### src/rtl/bdd_tree_loader.sv
// Byte-stream loader that fills the coefficient/child node SRAMs and raises tree_valid once a consistent tree is resident.
// Optional trailer checksum: define BDD_LOADER_CHECKSUM_EN.
module bdd_tree_loader #(
  parameter int ADDR_WIDTH  = 6,
  parameter int DEPTH       = 64,
  parameter int COEFF_WIDTH = 48,
  parameter int CHILD_WIDTH = 18
) (
  input  logic                   clk,
  input  logic                   rst_n,
  input  logic                   start,
  input  logic [7:0]             in_data,
  input  logic                   in_valid,
  output logic                   in_ready,
  output logic [ADDR_WIDTH-1:0]  coeff_addr,
  output logic                   coeff_write,
  output logic [COEFF_WIDTH-1:0] coeff_data,
  output logic [ADDR_WIDTH-1:0]  child_addr,
  output logic                   child_write,
  output logic [CHILD_WIDTH-1:0] child_data,
  output logic                   busy,
  output logic                   tree_valid,
  output logic                   err,
  output logic [ADDR_WIDTH:0]    node_count
);
  localparam int         NW         = ADDR_WIDTH + 1;
  localparam int         HALF       = CHILD_WIDTH / 2;
  localparam logic [2:0] COEFF_LAST = 3'(COEFF_WIDTH / 8 - 1);
  localparam logic [2:0] CHILD_LAST = 3'd2;

  typedef enum logic [2:0] {
    IDLE, HDR, COEFF, CHILD, WRITE, DONE, ERR
`ifdef BDD_LOADER_CHECKSUM_EN
    , CSUM
`endif
  } state_t;

  state_t                  state, next_state;
  logic [2:0]              byte_cnt;
  logic [ADDR_WIDTH-1:0]   node_idx;
  logic [COEFF_WIDTH-1:0]  coeff_sr;
  logic [CHILD_WIDTH-9:0]  child_sr;
  logic                    xfer, start_ok, hdr_ok, ptr_err, last_node;

`ifdef BDD_LOADER_CHECKSUM_EN
  logic [7:0] csum;
  localparam state_t AFTER_LAST = CSUM;
`else
  localparam state_t AFTER_LAST = DONE;
`endif

  // A child half is a dangling pointer when it is not a class leaf and points past the last node.
  function automatic logic ptr_bad(input logic [HALF-1:0] h, input logic [NW-1:0] n);
    return !h[HALF-1] && (int'(h[HALF-2:0]) >= int'(n));
  endfunction

  assign xfer      = in_valid && in_ready;
  assign start_ok  = (next_state == HDR) && (state != HDR);
  assign hdr_ok    = (in_data != 8'd0) && (int'(in_data) <= DEPTH);
  assign ptr_err   = ptr_bad(child_data[CHILD_WIDTH-1:HALF], node_count) ||
                     ptr_bad(child_data[HALF-1:0], node_count);
  assign last_node = (int'(node_idx) == int'(node_count) - 1);

  // NOTE: sequential state uses non-blocking assignments so every flop samples pre-edge values.
  always_ff @(posedge clk) begin
    if (!rst_n) state <= IDLE;
    else        state <= next_state;
  end

  // NOTE: every always_comb output gets a default first; a missed branch would otherwise infer a latch.
  always_comb begin
    next_state = state;
    in_ready   = 1'b0;
    case (state)
      IDLE, DONE, ERR: if (start) next_state = HDR;
      HDR: begin
        in_ready = 1'b1;
        if (in_valid) next_state = hdr_ok ? COEFF : ERR;
      end
      COEFF: begin
        in_ready = 1'b1;
        if (in_valid && byte_cnt == COEFF_LAST) next_state = CHILD;
      end
      CHILD: begin
        in_ready = 1'b1;
        if (in_valid && byte_cnt == CHILD_LAST) next_state = WRITE;
      end
      WRITE: begin
        if (ptr_err)        next_state = ERR;
        else if (last_node) next_state = AFTER_LAST;
        else                next_state = COEFF;
      end
`ifdef BDD_LOADER_CHECKSUM_EN
      CSUM: begin
        in_ready = 1'b1;
        if (in_valid) next_state = ((csum ^ in_data) == 8'd0) ? DONE : ERR;
      end
`endif
      default: next_state = IDLE;
    endcase
  end

  always_ff @(posedge clk) begin
    if (!rst_n) begin
      coeff_addr  <= '0;
      coeff_write <= 1'b0;
      coeff_data  <= '0;
      child_addr  <= '0;
      child_write <= 1'b0;
      child_data  <= '0;
      busy        <= 1'b0;
      tree_valid  <= 1'b0;
      err         <= 1'b0;
      node_count  <= '0;
      byte_cnt    <= '0;
      node_idx    <= '0;
      coeff_sr    <= '0;
      child_sr    <= '0;
    end else begin
      coeff_write <= (next_state == WRITE);
      child_write <= (next_state == WRITE);
      if (start_ok) begin
        err        <= 1'b0;
        tree_valid <= 1'b0;
        busy       <= 1'b1;
        node_idx   <= '0;
        byte_cnt   <= '0;
      end
      if (next_state == DONE && state != DONE) begin
        tree_valid <= 1'b1;
        busy       <= 1'b0;
      end
      if (next_state == ERR && state != ERR) begin
        err  <= 1'b1;
        busy <= 1'b0;
      end
      if (xfer) begin
        case (state)
          HDR: node_count <= in_data[NW-1:0];
          COEFF: begin
            coeff_sr <= {coeff_sr[COEFF_WIDTH-9:0], in_data};
            byte_cnt <= (byte_cnt == COEFF_LAST) ? 3'd0 : byte_cnt + 3'd1;
          end
          CHILD: begin
            child_sr <= {child_sr[CHILD_WIDTH-17:0], in_data};
            if (byte_cnt == CHILD_LAST) begin
              // Buses are loaded once per node so they stay stable while the next record streams in.
              byte_cnt   <= 3'd0;
              coeff_addr <= node_idx;
              child_addr <= node_idx;
              coeff_data <= coeff_sr;
              child_data <= {child_sr, in_data};
            end else begin
              byte_cnt <= byte_cnt + 3'd1;
            end
          end
          default: ;
        endcase
      end
      if (state == WRITE && next_state == COEFF) node_idx <= node_idx + ADDR_WIDTH'(1);
    end
  end

`ifdef BDD_LOADER_CHECKSUM_EN
  always_ff @(posedge clk) begin
    if (!rst_n || start_ok) csum <= 8'd0;
    else if (xfer)          csum <= csum ^ in_data;
  end
`endif

endmodule

### config.mk
export PLATFORM = sky130hd
export DESIGN_NAME = bdd_tree_loader
export DESIGN_NICKNAME = d
export VERILOG_FILES = /design/src/rtl/bdd_tree_loader.sv
export SDC_FILE = /design/constraint.sdc
export NUM_CORES = 1
export LEC_CHECK = 0
export CORE_MARGIN = 4
export CORE_UTILIZATION = 54
export DETAILED_ROUTE_END_ITERATION = 10
export PLACE_DENSITY = 0.8
export REMOVE_ABC_BUFFERS = 1
export SYNTH_ARGS = -nofsm -noshare
export SYNTH_HDL_FRONTEND = slang
export SYNTH_SLANG_ARGS = --single-unit
### constraint.sdc
create_clock -name clk -period 2.4 [get_ports clk]
set_input_delay 0.6 -clock clk [delete_from_list [all_inputs] [get_ports clk]]
set_output_delay 0.6 -clock clk [all_outputs]
set_load 0.05 [all_outputs]
# Word level (Yosys, flattened, before mapping)
# Cells that the tools add are included.
# Widths: inputs -> output; s select.
[totals]
register_bits = 153
inputBits = 12
output_inout_bits = 91
[op_classes]
addsub = 3
n_lt_le_gt_ge = 3
n_eq_ne = 17
muxes = 19
bitwise_logic = 1
reduce_logical = 25
[ops]
columns = ["cell", "count"]
rows = [
  ["$mux 3", 11],
  ["$eq 3x3->1 const B", 7],
  ["$ge 8x7->1", 2],
  ["$pmux 3 s5", 1],
  ["$eq 3x2->1 const B", 4],
  ["$mux 6", 2],
  ["$logic_and 1x1->1", 10],
  ["$reduce_or 3->1", 3],
  ["$eq 7x8->1", 1],
  ["$le 8x7->1 const B", 1],
  ["$reduce_bool 8->1", 1],
  ["$sub 7x1->8 const B", 1],
  ["$add 6x1->6 const B", 1],
  ["$eq 3x1->1 const B", 2],
  ["$ne 3x3->1 const B", 2],
  ["$pmux 3 s2", 1],
  ["$reduce_and 2->1", 3],
  ["$reduce_bool 2->1", 3],
  ["$mux 1", 4],
  ["$add 3x1->3 const B", 1],
  ["$logic_not 3->1", 1],
  ["$ne 3x1->1 const B", 1],
  ["$reduce_and 3->1", 1],
  ["$logic_not 1->1", 2],
  ["2 further kinds", 2],
]

# Longest topological paths before layout
[logic_depth]
word_depth = 10
depth_mapped = 9
ltp_nobuf = 8

# Least setup slack after synthesis
# No wires, ideal clock.
[synth_path]
kind = "register to register"
startpoint = "register node_count[5]"
endpoint = "register node_idx[2]"
setup_ns = 0.070
t_arrival_ns = 2.509
required_time_ns = 2.330
slack_ns = -0.179
path_stages_with_launch = 10
path_buffers = 1
period_less_slack_ns = 2.579
path_cell_list = "dfxtp_1 -> inv_1 -> ha_1 -> a21o_1 -> a221o_1 -> a31oi_1 -> o22ai_1 -> buf_2 -> a211o_1 -> a21boi_1"
[synth_via]
elab_chain_cells = 8
[synth_lines]
columns = ["item", "line", "source"]
rows = [
  ["start: declaration", "24", "output logic [ADDR_WIDTH:0] node_count"],
  ["start signal: assignment", "139", "HDR: node_count <= in_data[NW-1:0];"],
  ["$sub 7x1->8 / $ge 8x7->1 (equally long branches)", "62, 54", ""],
  ["$eq 7x8->1 / $logic_and 1x1->1 (equally long branches)", "62, 54", ""],
  ["$mux 3 / $logic_or 1x1->1 (equally long branches)", "90, 60", ""],
  ["$mux 3 (*)", "89", "if (ptr_err) next_state = ERR;"],
  ["$pmux 3 s5 (*)", "74", "case (state)"],
  ["$eq 3x2->1 / $eq 3x1->1 (equally long branches)", "160, 58", ""],
  ["$logic_and 1x1->1, on equally long branches", "160, 58", ""],
  ["$mux 6 / $reduce_bool 2->1 (equally long branches)", "-", ""],
  ["end signal: assignment", "160", "if (state == WRITE && next_state == COEFF) node_idx <= node_idx + ADDR_WIDTH'(1);"],
  ["end: declaration", "40", "logic [ADDR_WIDTH-1:0] node_idx;"],
]
# Every way passes the cells marked *; elsewhere a longest branch is shown, timed or not.
# A chain may end at the register's enable or synchronous reset.

# Worst setup path after layout
[layout_path]
startpoint = "register node_count[3]"
endpoint = "output node_count[3]"
# No word-level cell between the ends.

==> results.ini <==
[status]
status = completed

[synthesis]
synth_top_area_cell = dfxtp_1
syn_avg_cell_area_um2 = 8.338
yosys_warnings = 0
syn_inst = 800
seq_area_frac_synth = 0.4592
yosys-top-cells-area = dfxtp_1, nand2_1, a21boi_0
yosysUniqueCellTypes = 63
synth_edf_count = 0
syn_area_mm2 = 0.006670
ys.flop_type = dfxtp_1
yosysTopAreaCellShare = 0.4592
synth-seq-cells = 153
synth-async-reset-ratio = 0

[critical_path]
cp.required_ps = 1800
critPathLaunchType = flop
r2r_cells = 9
cp_max_fo = 6
setup.worst_path.end_class = output pin
crit_arrival_ps = 1720
critical_path_class = flop to output pin
r2r-end = node_idx[5]
worst_r2r_startpoint = node_count[6]
rrSetupSlack_ps = 110

[cts]
cts_resized = 1
cts_tree = yes
cts_sinks = 153
clk_pin_slew_ps = 50
htreeDepth = 4
clkLatencyLatePin_ps = 420
clk_path_buf_depth = 2
holdBufCountCts = 0
cts_root_buf = clkbuf_16
cts_made_buffers = 17
postCtsSetupRepairBufs = 0

[floorplanning]
core_mm2 = 0.01206
io_pins = 103
floorplan.initialDensity = 0.5530
dieArea_mm2 = 0.01419
fp.dieW_um = 119.1
placementRows = 40
die_h_um = 119.1

[timing]
tns_ps = 0
finClkSkew_ps = 7.240
finalCriticalPeriod_ps = 2318
hold_viol = 0
period_share = 0.9659
final-setup-viol-count = 0
slew_headroom = 0.6307
slew_violations = 0
fmaxAchievable_ghz = 0.4314
worstMarginPinSlew_ps = 552.2

[drt]
drt_iter0_drc = 451
dr.pass1.iters = 5
vias_per_cell = 5.301
ant_nets = 0
via_count = 5752
drc = 0
drt_wl_total_um = 16200
avgRoutedWirePerCell_um = 14.93

[hold_path]
hold_depth = 2
worstHoldStart = coeff_data[36]
hold-path-endpoint = coeff_data[36]
hold_class = flop to flop

[cells_and_area]
drive_above_1_share = 0.1014
final_util = 0.7164
diodes = 0
nets = 932
layout_common_cells = nand2_1, dfxtp_1, a21boi_0
final_common_cell = nand2_1
syn2layout_area_growth_pct = 29.54

[global_route]
antenna_found_initial = 0
overflow = 0
grt_pass1_wl_um = 27050
grt_max_degree = 90
grt_usage = 0.2335
grt_pass1_vias = 5607

[placed_design]
globalplace.congestion = 0.8660
dpl.hpwl_um = 11220
io_buffers = 102

[pwr]
peakVddDrop_v = 0.0003428
cellPowerDensity_mw_per_mm2 = 678.3
p_leak_nw = 2.968

[job]
cap_violations = 0

[metrics by stage]
step	total power, W	hold WS [ps]	cell area (um2)	instances	setup WS [ps]
after floorplan	0.002945	441.2	6382	740	-1158
after global routing	0.006056	477.8	8641	1085	-8.492
final	0.005861	453.2	8641	1085	81.79
after global placement	0.003206	442.7	8026	1053	-177.5
after detailed placement	0.003216	445.0	8026	1053	-220.0
after CTS	0.005883	455.7	8631	1085	52.28
[critical path: stages (launching register included)]
cell	delay [ps]
dfxtp_1	330
buf_4	150
clkdlybuf4s50_1	830
[kinds of logic after synthesis]
family          share of synthesized area
flops                              0.4592
fa+ha+maj                         0.03001
simple gates                       0.2157
xor+xnor                         0.007880
buf+inv                           0.05102
mux                              0.004502
compound gates                     0.2317
[layout make-up]
| cell class | instances | area, um2 |
|---|---|---|
| inverter | 14 | 52.55 |
| clock buffer | 27 | 523.0 |
| timing repair buffer | 145 | 1415 |
| clock inverter | 5 | 82.58 |
| sequential | 153 | 3064 |
| multi-input combinational | 573 | 3293 |
| fill | 976 | 3421 |
| tap | 168 | 210.2 |
[registers in the layout, summed over array words and instances, names as in the netlist]
| signal | cells |
|---|---|
| busy | 1 |
| err | 1 |
| child_data | 18 |
| coeff_sr | 48 |
| coeff_data | 48 |
| byte_cnt | 3 |
| child_addr | 6 |
| child_write | 1 |
| state | 3 |
| tree_valid | 1 |
| node_idx | 6 |
| child_sr | 10 |
| node_count | 7 |
[synthesized netlist by cell type, types with 3 or more instances]
cell type    n
o21ai_0      8
a31oi_1      5
nor2_1      13
xnor2_1      3
nand2b_1     4
a21o_1       4
inv_1       14
dfxtp_1    153
o211ai_1     5
mux2i_1      3
nand2_1    285
a21boi_0   124
clkbuf_1    31
xor2_1       3
nor2b_1      7
a211o_1      5
a21oi_1      8
nor3_1       3
buf_4        8
nand3_1     12
ha_1        16
buf_2       19
a21boi_1    21
[power by group]
part | switching [W] | total, W | internal [W]
Sequential | 0.0000389 | 0.00261 | 0.00257
Combinational | 0.000324 | 0.000565 | 0.000241
Clock | 0.000988 | 0.00269 | 0.00170
[how the worst max path moves through the flow]
stage	start	endpoint	slack, ps	cells after the start
2_1_floorplan	in_valid	child_addr[0]	-1160	4
3_3_place_gp	in_data[4]	busy	-180	8
3_5_place_dp	in_data[5]	busy	-220	8
4_1_cts	node_count[2]	node_count[2]	50	2
5_1_grt	node_count[6]	node_idx[3]	-8	9
6_report	node_count[3]	node_count[3]	80	2
[per-layer routing]
layer  vias to the layer above  track usage  routed length, um
li1                       2870            -                  -
met5                         -            0                  0
met1                      2676       0.2977               7128
met3                        27      0.06363               1050
met4                         0      0.07241                278
met2                       179       0.3854               7744
Note: power is estimated with default switching activity, not from simulation.
